===== config.mk =====
export PLATFORM = sky130hd
export DESIGN_NAME = vga_scanout
export DESIGN_NICKNAME = d
export VERILOG_FILES = /design/src/rtl/vga_scanout.sv
export SDC_FILE = /design/constraint.sdc
export NUM_CORES = 1
export LEC_CHECK = 0
export CAP_MARGIN = 20
export CORE_MARGIN = 3
export CORE_UTILIZATION = 35
export DETAILED_ROUTE_END_ITERATION = 10
export GPL_ROUTABILITY_DRIVEN = 0
export PLACE_DENSITY = 0.61
export SLEW_MARGIN = 30
export SYNTH_ARGS = -nofsm -noshare
export SYNTH_HDL_FRONTEND = slang
export SYNTH_SLANG_ARGS = --single-unit

===== constraint.sdc =====
create_clock -name HCLK -period 4.35 [get_ports HCLK]
set_clock_uncertainty 0.2 [all_clocks]
set_input_delay 0.6525 -clock HCLK [delete_from_list [all_inputs] [get_ports HCLK]]
set_output_delay 0.6525 -clock HCLK [all_outputs]
set_load 0.01 [all_outputs]

===== src/rtl/vga_scanout.sv =====
// ---------------------------------------------------------------------------
// vga_scanout
//
// Display-side consumer of a 4-bit-per-pixel framebuffer.  Generates VGA
// raster timing (640x480@60Hz with the default parameters) from HCLK using
// a pixel-tick divider. Issues row-major sequential reads on the
// framebuffer's synchronous read port, which has one cycle of read latency.
// Maps each returned pixel to 12-bit RGB and drives registered sync and
// colour outputs that stay aligned with each other.
//
// Ports:
//   HCLK         system clock, rising edge
//   HRESETn      asynchronous active-low reset
//   enable       scanout enable; low forces the raster back to h=0, v=0
//   pix_rd       framebuffer read strobe, one HCLK wide (combinational)
//   pix_addr     framebuffer pixel index, valid with pix_rd
//   pix_data     pixel value, valid the HCLK cycle after pix_rd
//   VGA_HS       horizontal sync, active low, registered
//   VGA_VS       vertical sync, active low, registered
//   VGA_R/G/B    4-bit colour channels, registered, 0 outside active video
//   frame_start  one-HCLK pulse in the tick that starts each frame
//
// Build option:
//   VGA_CGA_PALETTE_EN  defined   -> pixel maps through the 16-entry CGA table
//                       undefined -> greyscale, R = G = B = pix_data
//   Output latency is the same in both builds.
//
// Pipeline, relative to a pixel tick cycle T that holds counter state (h, v):
//   T    : pix_rd/pix_addr are driven combinationally; active/hs/vs are
//          captured into the stage-1 register at the end of T.
//   T+1  : pix_data is valid; the output registers load at the end of T+1.
//   T+2  : colour and sync for (h, v) appear on the outputs together.
//   Each output value is then held for CLK_DIV HCLK cycles.
// ---------------------------------------------------------------------------
module vga_scanout #(
  parameter int unsigned H_ACTIVE   = 640,
  parameter int unsigned H_FP       = 16,
  parameter int unsigned H_SYNC     = 96,
  parameter int unsigned H_BP       = 48,
  parameter int unsigned V_ACTIVE   = 480,
  parameter int unsigned V_FP       = 10,
  parameter int unsigned V_SYNC     = 2,
  parameter int unsigned V_BP       = 33,
  parameter int unsigned CLK_DIV    = 2,   // must be >= 2
  parameter int unsigned ADDR_WIDTH = 19
) (
  input  logic                  HCLK,
  input  logic                  HRESETn,
  input  logic                  enable,
  output logic                  pix_rd,
  output logic [ADDR_WIDTH-1:0] pix_addr,
  input  logic [3:0]            pix_data,
  output logic                  VGA_HS,
  output logic                  VGA_VS,
  output logic [3:0]            VGA_R,
  output logic [3:0]            VGA_G,
  output logic [3:0]            VGA_B,
  output logic                  frame_start
);

  // -------------------------------------------------------------------------
  // Derived geometry
  // -------------------------------------------------------------------------
  localparam int unsigned H_TOTAL = H_ACTIVE + H_FP + H_SYNC + H_BP;
  localparam int unsigned V_TOTAL = V_ACTIVE + V_FP + V_SYNC + V_BP;
  localparam int unsigned H_W     = $clog2(H_TOTAL);
  localparam int unsigned V_W     = $clog2(V_TOTAL);
  localparam int unsigned DIV_W   = (CLK_DIV > 2) ? $clog2(CLK_DIV) : 1;

  localparam logic [DIV_W-1:0] DIV_LAST = DIV_W'(CLK_DIV - 1);

  localparam logic [H_W-1:0] H_LAST   = H_W'(H_TOTAL - 1);
  localparam logic [H_W-1:0] H_ACT    = H_W'(H_ACTIVE);
  localparam logic [H_W-1:0] HS_BEGIN = H_W'(H_ACTIVE + H_FP);
  localparam logic [H_W-1:0] HS_END   = H_W'(H_ACTIVE + H_FP + H_SYNC);

  localparam logic [V_W-1:0] V_LAST   = V_W'(V_TOTAL - 1);
  localparam logic [V_W-1:0] V_ACT    = V_W'(V_ACTIVE);
  localparam logic [V_W-1:0] VS_BEGIN = V_W'(V_ACTIVE + V_FP);
  localparam logic [V_W-1:0] VS_END   = V_W'(V_ACTIVE + V_FP + V_SYNC);

  // Raster attributes carried down the pipeline next to the pixel read.
  typedef struct packed {
    logic active;
    logic hs_n;
    logic vs_n;
  } stage_t;

  localparam stage_t STAGE_BLANK = '{active: 1'b0, hs_n: 1'b1, vs_n: 1'b1};

  // -------------------------------------------------------------------------
  // State
  // -------------------------------------------------------------------------
  logic [DIV_W-1:0]      div_q,  div_d;
  logic [H_W-1:0]        h_q,    h_d;
  logic [V_W-1:0]        v_q,    v_d;
  logic [ADDR_WIDTH-1:0] addr_q, addr_d;

  // Stage 1: attributes of the pixel whose read is in flight.
  stage_t                s1_q,      s1_d;
  logic                  s1_load_q, s1_load_d;

  // Output registers.
  logic [11:0]           rgb_q,    rgb_d;
  logic                  out_hs_q, out_hs_d;
  logic                  out_vs_q, out_vs_d;

  // -------------------------------------------------------------------------
  // Raster decode of the current counter state
  // -------------------------------------------------------------------------
  logic   tick;
  logic   h_wrap;
  logic   frame_wrap;
  stage_t raster;

  always_comb begin
    tick          = enable && (div_q == DIV_LAST);
    h_wrap        = (h_q == H_LAST);
    frame_wrap    = tick && h_wrap && (v_q == V_LAST);
    raster.active = (h_q < H_ACT) && (v_q < V_ACT);
    raster.hs_n   = !((h_q >= HS_BEGIN) && (h_q < HS_END));
    raster.vs_n   = !((v_q >= VS_BEGIN) && (v_q < VS_END));
  end

  // -------------------------------------------------------------------------
  // Divider, raster counters and read address
  // -------------------------------------------------------------------------
  always_comb begin
    // NOTE: every variable gets a default first so no path leaves it unassigned
    // and no latch is inferred.
    div_d  = div_q;
    h_d    = h_q;
    v_d    = v_q;
    addr_d = addr_q;

    if (!enable) begin
      // Disabled: park everything at the top-left so a later enable restarts
      // cleanly at h=0, v=0, addr=0.
      div_d  = '0;
      h_d    = '0;
      v_d    = '0;
      addr_d = '0;
    end else begin
      div_d = (div_q == DIV_LAST) ? '0 : div_q + 1'b1;

      if (tick) begin
        if (h_wrap) begin
          h_d = '0;
          v_d = (v_q == V_LAST) ? '0 : v_q + 1'b1;
        end else begin
          h_d = h_q + 1'b1;
        end

        // Row-major contiguous framebuffer: the address only moves on a read
        // and simply holds through blanking, so no row*width product is needed.
        if (frame_wrap) begin
          addr_d = '0;
        end else if (raster.active) begin
          addr_d = addr_q + 1'b1;
        end
      end
    end
  end

  // -------------------------------------------------------------------------
  // Stage 1 and output stage
  // -------------------------------------------------------------------------
  function automatic logic [11:0] palette(input logic [3:0] idx);
    logic [11:0] rgb;
`ifdef VGA_CGA_PALETTE_EN
    case (idx)
      4'h0:    rgb = 12'h000;
      4'h1:    rgb = 12'h00A;
      4'h2:    rgb = 12'h0A0;
      4'h3:    rgb = 12'h0AA;
      4'h4:    rgb = 12'hA00;
      4'h5:    rgb = 12'hA0A;
      4'h6:    rgb = 12'hA50;
      4'h7:    rgb = 12'hAAA;
      4'h8:    rgb = 12'h555;
      4'h9:    rgb = 12'h55F;
      4'hA:    rgb = 12'h5F5;
      4'hB:    rgb = 12'h5FF;
      4'hC:    rgb = 12'hF55;
      4'hD:    rgb = 12'hF5F;
      4'hE:    rgb = 12'hFF5;
      default: rgb = 12'hFFF;
    endcase
`else
    rgb = {idx, idx, idx};
`endif
    return rgb;
  endfunction

  always_comb begin
    s1_d      = s1_q;
    // Stage 1 advances on every pixel tick, and also while disabled so the
    // pipeline drains to blank instead of freezing on the last pixel.
    s1_load_d = tick || !enable;
    if (!enable) begin
      s1_d = STAGE_BLANK;
    end else if (tick) begin
      s1_d = raster;
    end

    rgb_d    = rgb_q;
    out_hs_d = out_hs_q;
    out_vs_d = out_vs_q;
    // Loading one cycle after stage 1 is exactly when pix_data answers the
    // read, so colour and sync leave together with the same 2-HCLK latency.
    if (s1_load_q) begin
      rgb_d    = s1_q.active ? palette(pix_data) : 12'h000;
      out_hs_d = s1_q.hs_n;
      out_vs_d = s1_q.vs_n;
    end
  end

  // -------------------------------------------------------------------------
  // Registers
  // -------------------------------------------------------------------------
  always_ff @(posedge HCLK or negedge HRESETn) begin
    // NOTE: sequential state uses non-blocking assignments so every flop
    // samples its pre-edge inputs regardless of statement order.
    if (!HRESETn) begin
      div_q     <= '0;
      h_q       <= '0;
      v_q       <= '0;
      addr_q    <= '0;
      s1_q      <= STAGE_BLANK;
      s1_load_q <= 1'b0;
      rgb_q     <= 12'h000;
      out_hs_q  <= 1'b1;
      out_vs_q  <= 1'b1;
    end else begin
      div_q     <= div_d;
      h_q       <= h_d;
      v_q       <= v_d;
      addr_q    <= addr_d;
      s1_q      <= s1_d;
      s1_load_q <= s1_load_d;
      rgb_q     <= rgb_d;
      out_hs_q  <= out_hs_d;
      out_vs_q  <= out_vs_d;
    end
  end

  // -------------------------------------------------------------------------
  // Outputs
  // -------------------------------------------------------------------------
  assign pix_rd      = tick && raster.active;
  assign pix_addr    = addr_q;
  assign frame_start = tick && (h_q == '0) && (v_q == '0);

  assign VGA_HS = out_hs_q;
  assign VGA_VS = out_vs_q;
  assign VGA_R  = rgb_q[11:8];
  assign VGA_G  = rgb_q[7:4];
  assign VGA_B  = rgb_q[3:0];

endmodule


# Word-level counts from Yosys, hierarchy flattened
# Index checks and enable logic that the tools add are counted.
dict set report totals {
  ff_bits 58
  latchBits 0
  mem_bits_rw 0
  rom_bits 0
  in_bits 7
  output_inout_bits 35
  memories 0
}
dict set report op_classes {
  add_sub_neg 4
  mul 0
  n_div 0
  order_cmp 6
  n_eq_ne 5
  n_shift 0
  mux 16
  n_bitwise 0
  reduce_logical 17
}
# op count
set op_table {}
lappend op_table {{19-bit 2-to-1 mux} 4}
lappend op_table {{10-bit 2-to-1 mux} 7}
lappend op_table {{10-bit by 1-bit adder with 10-bit output (second input constant)} 2}
lappend op_table {{10-bit equality test (second input constant)} 2}
lappend op_table {{10-bit zero test} 2}
lappend op_table {{10-bit less-than comparator (second input constant)} 2}
lappend op_table {{10-bit by 9-bit less-than comparator with 1-bit output (second input constant)} 2}
lappend op_table {{19-bit by 1-bit adder with 19-bit output (second input constant)} 1}
lappend op_table {{12-bit 2-to-1 mux} 1}
lappend op_table {{10-bit greater-or-equal comparator (second input constant)} 1}
lappend op_table {{10-bit by 9-bit greater-or-equal comparator with 1-bit output (second input constant)} 1}
lappend op_table {{1-bit logical AND} 9}
lappend op_table {{3-bit 2-to-1 mux} 2}
lappend op_table {{2-bit by 1-bit inequality test with 1-bit output (second input constant)} 2}
lappend op_table {{2-bit AND reduction} 2}
lappend op_table {{1-bit zero test} 3}
lappend op_table {{3-bit by 1-bit inequality test with 1-bit output (second input constant)} 1}
lappend op_table {{1-bit 2-to-1 mux} 2}
lappend op_table {{1-bit adder (second input constant)} 1}
lappend op_table {{1-bit logical OR} 1}

# Logic depth before layout (Yosys ltp)
dict set report logic_depth {
  ltp_word 6
  ltp_mapped 8
  mapped_depth_nobuf 7
}

# Worst setup path before layout
# No wires, ideal clock.
dict set report synth_path {
  kind {in2out}
  start {in enable}
  end {out frame_start}
  arrival_time_ns 1.704
  required_ns 3.497
  path_slack_ns 1.793
  path_stages 3
  path_cell_list {clkbuf_1 nand2_1 nor4_1}
}
dict set report synth_between {
  elab_chain_cells 3
}
# item line_no
set synth_rtl {}
lappend synth_rtl {{start: declaration} 49} ;# input logic enable,
lappend synth_rtl {{1-bit logical AND} 117} ;# tick = enable && (div_q == DIV_LAST);
lappend synth_rtl {{1-bit logical AND (2 in series)} 252} ;# assign frame_start = tick && (h_q == '0) && (v_q == '0);
lappend synth_rtl {{end: declaration} 58} ;# output logic frame_start
# No other way between the ends.

# Worst setup path after layout
dict set report layout_path {
  start {reg v_q[0]}
  end {out frame_start}
}
dict set report layout_between {
  elab_chain_cells 2
}
# item line_no
set layout_rtl {}
lappend layout_rtl {{start: declaration} 96} ;# logic [V_W-1:0] v_q, v_d;
lappend layout_rtl {{start signal: assignment} 237} ;# v_q <= v_d;
lappend layout_rtl {{10-bit zero test} 252}
lappend layout_rtl {{1-bit logical AND} 252}
# No other way between the ends.

==> impl_metrics.env <==
export IMPL_r2r_end="pix_addr[8]"
export IMPL_finish_utilization_pct=43.3
export IMPL_r2r_cells=6
export IMPL_placedCellCount=440
export IMPL_postSynthCellCount=313
export IMPL_fillers=806
export IMPL_leakagePower_nw=1.30
export IMPL_synth_nets=325
export IMPL_worst_setup_path_start_kind="flip-flop"
export IMPL_fin_cells=448
export IMPL_postCtsHoldBufs=0
export IMPL_rows=32
export IMPL_clkTransAtPathRegs_ns=0.09
export IMPL_async_flop_share_pct=100
export IMPL_yosys_top_cells_count="46 x dfrtp_1, 30 x nand2_1, 24 x nand3_1, 23 x nor2_1, 15 x inv_1"
export IMPL_overflow=0
export IMPL_required_ns=3.50
export IMPL_critPathCapture="frame_start"
export IMPL_synth_seq_cells=50
export IMPL_synth_distinct_cells=56
export IMPL_status="finished, final reports clean"
export IMPL_grt_pass1_vias=2301
export IMPL_cts_sinks=50
export IMPL_yosys_top_cells_area="dfrtp_1 40%, nand3_1 4.2%, nand2_1 3.9%"
export IMPL_max_slew_margin_pct=41.2
export IMPL_min_period_over_period_pct=79.0
export IMPL_setup_viol=0
export IMPL_cts_resized=0
export IMPL_dieArea_um2=9290
export IMPL_crit_arrival_ns=2.59
export IMPL_avgSynthCellArea_um2=9.13
export IMPL_routed_wl_mm=6.86
export IMPL_critPathMaxStageDelay_ns=0.60
export IMPL_slew_viol_final=0
export IMPL_syn_area_um2=2860
export IMPL_worstSkewPairLatency_ns=0.30
export IMPL_cap_violations=0
export IMPL_grt_pass1_wl_mm=11.4
export IMPL_tightest_slew_ns=0.875
export IMPL_fmax_ghz=0.291
export IMPL_drt_initial_drc_count=129
export IMPL_synth_edf_count=0
export IMPL_n_antenna_cell=0
export IMPL_die_w_um=96.4
export IMPL_final_cell_area_um2=3390
export IMPL_cts_tree="yes"
export IMPL_vias=2435
export IMPL_cp_cell_sequence="inv_1, ha_1, or4b_4, nor3_1, nand3_1, nor4_1, clkdlybuf4s50_1"
export IMPL_finalSetupTns_ns=0
export IMPL_yosysMostFrequentCell="dfrtp_1"
export IMPL_rrSetupSlack_ns=1.65
export IMPL_dpl_hpwl_mm=4.82
export IMPL_synth_compound_area_share_pct=16.4
export IMPL_antenna_found_initial=0
export IMPL_synth_xor_area_share_pct=2.76
export IMPL_ios=42
export IMPL_synth_top_family_by_area="simple AND/OR/NAND/NOR gates"
export IMPL_synthDominantCellAreaShare_pct=40.3
export IMPL_hp_class="in2async"
export IMPL_grt_total_usage_pct=15.5
export IMPL_grt_max_degree=51
export IMPL_rsz0062_at_grt="false"
export IMPL_viasPerCell=5.44
export IMPL_finalHoldViolCount=0
export IMPL_syn_to_final_growth_pct=18.7
export IMPL_drt_pre_antenna_iters=4
export IMPL_detail_route_antenna_nets=0
export IMPL_synthAdderAreaFrac_pct=2.19
export IMPL_core_area_um2=7850
export IMPL_layout_drive_gt1_share_pct=9.83
export IMPL_critPathSlowestCell="clkdlybuf4s50_1"
export IMPL_r2r_start="h_q[0]"
export IMPL_synthMuxAreaShare_pct=1.49
export IMPL_synth_top_area_cell="dfrtp_1"
export IMPL_portBuffers=41
export IMPL_cts_root_buf="clkbuf_8"
export IMPL_cp_end_kind="output port"
export IMPL_cts_htree_levels=2
export IMPL_post_route_min_period_ns=3.44
export IMPL_layout_nets=357
export IMPL_clockBufferDepth=2
export IMPL_placed_area_um2=3300
export IMPL_synth_ff_type="dfrtp_1"
export IMPL_drc=0
export IMPL_cts_buffers_inserted=5
export IMPL_routedWlPerCell_um=15.3
export IMPL_start_util_pct=36.4
export IMPL_powerDensity_nw_per_um2=248
export IMPL_vdd_drop_max_mv=0.102
export IMPL_cts_setup_buffers=0
export IMPL_die_h_um=96.4
export IMPL_crit_fanout=5
export IMPL_yosys_warnings=0
export IMPL_crit_start="v_q[0]"
export IMPL_synth_simple_area_share_pct=27.0
export IMPL_critPathKind="reg2out"
export IMPL_yosysSeqAreaShare_pct=43.9
[final cells by class]
| type | instances | area [um2] | share of cell area [%] |
|---|---|---|---|
| multi-input cells | 227 | 1440 | 42.3 |
| flip-flops and latches | 50 | 1260 | 37.0 |
| repair buffers | 44 | 428 | 12.6 |
| well taps | 102 | 128 | 3.76 |
| clock buffers | 7 | 76.3 | 2.25 |
| inverters | 17 | 63.8 | 1.88 |
| clock inverters | 1 | 7.51 | 0.221 |
[flip-flops by register name (all words and copies together) (netlist names)]
signal	count
VGA_HS	1
VGA_VS	1
div_q	1
h_q	10
pix_addr	19
rgb_q	4
s1_load_q	1
s1_q	3
v_q	10
[logic make-up after synthesis]
family,Yosys count
muxes,4
and+or+nand+nor,141
adders and majority gates,5
buffers and inverters,36
xor gates and xnor gates,9
DFF,50
AOI/OAI and AO/OA,68
[per-stage QoR]
| step | setup slack [ns] | total power, mW | hold WS (ns) |
|---|---|---|---|
| after floorplan | 1.79 | 0.544 | 0.157 |
| after global placement | 1.00 | 0.584 | 0.290 |
| after detailed placement | 1.00 | 0.586 | 0.298 |
| after CTS | 0.889 | 0.855 | 0.273 |
| after global routing | 0.777 | 0.889 | 0.317 |
| final | 0.912 | 0.840 | 0.244 |
[how the worst min path moves through the flow]
| stage | depth (start not counted) | end |
|---|---|---|
| 2_1_floorplan | 0 | div_q |
| 3_3_place_gp | 2 | s1_q[1] |
| 3_5_place_dp | 2 | s1_q[1] |
| 4_1_cts | 2 | pix_addr[7] |
| 5_1_grt | 2 | v_q[9] |
| 6_report | 2 | rgb_q[7] |
[report_power, final]
part           internal [mW]  switching [mW]  leakage [nW]
clock network          0.114           0.151        0.0385
logic                 0.0387          0.0498         0.588
registers              0.473          0.0142         0.674
[routing by layer]
metal  wire, um  vias up  track usage (%)
li1           -     1184                -
met1       3230     1166             21.6
met2       3160       75             24.4
met3        378       10             2.79
met4         87        0             5.02
met5          0        -                0
[critical path, delay by kind of cell (launching register included)]
kind | cells | cell delay [ns]
buf+inv | 2 | 0.68
flops | 1 | 0.44
fa+ha+maj | 1 | 0.14
simple gates | 4 | 1.04
[cell usage in the layout, fill, tap and decap left out, types with 7 or more instances in the layout]
| cell | count |
|---|---|
| o21ai_1 | 7 |
| nand4_1 | 12 |
| dfrtp_1 | 46 |
| nand2_1 | 30 |
| nand2b_1 | 7 |
| o21ai_0 | 14 |
| xor2_1 | 8 |
| inv_1 | 15 |
| nor4_1 | 7 |
| nor2_1 | 23 |
| nand3_1 | 24 |
| clkdlybuf4s50_1 | 40 |
| a31oi_1 | 7 |
| nor3_1 | 8 |
| a21oi_1 | 12 |
No activity file was read; power rests on OpenSTA's default activity.
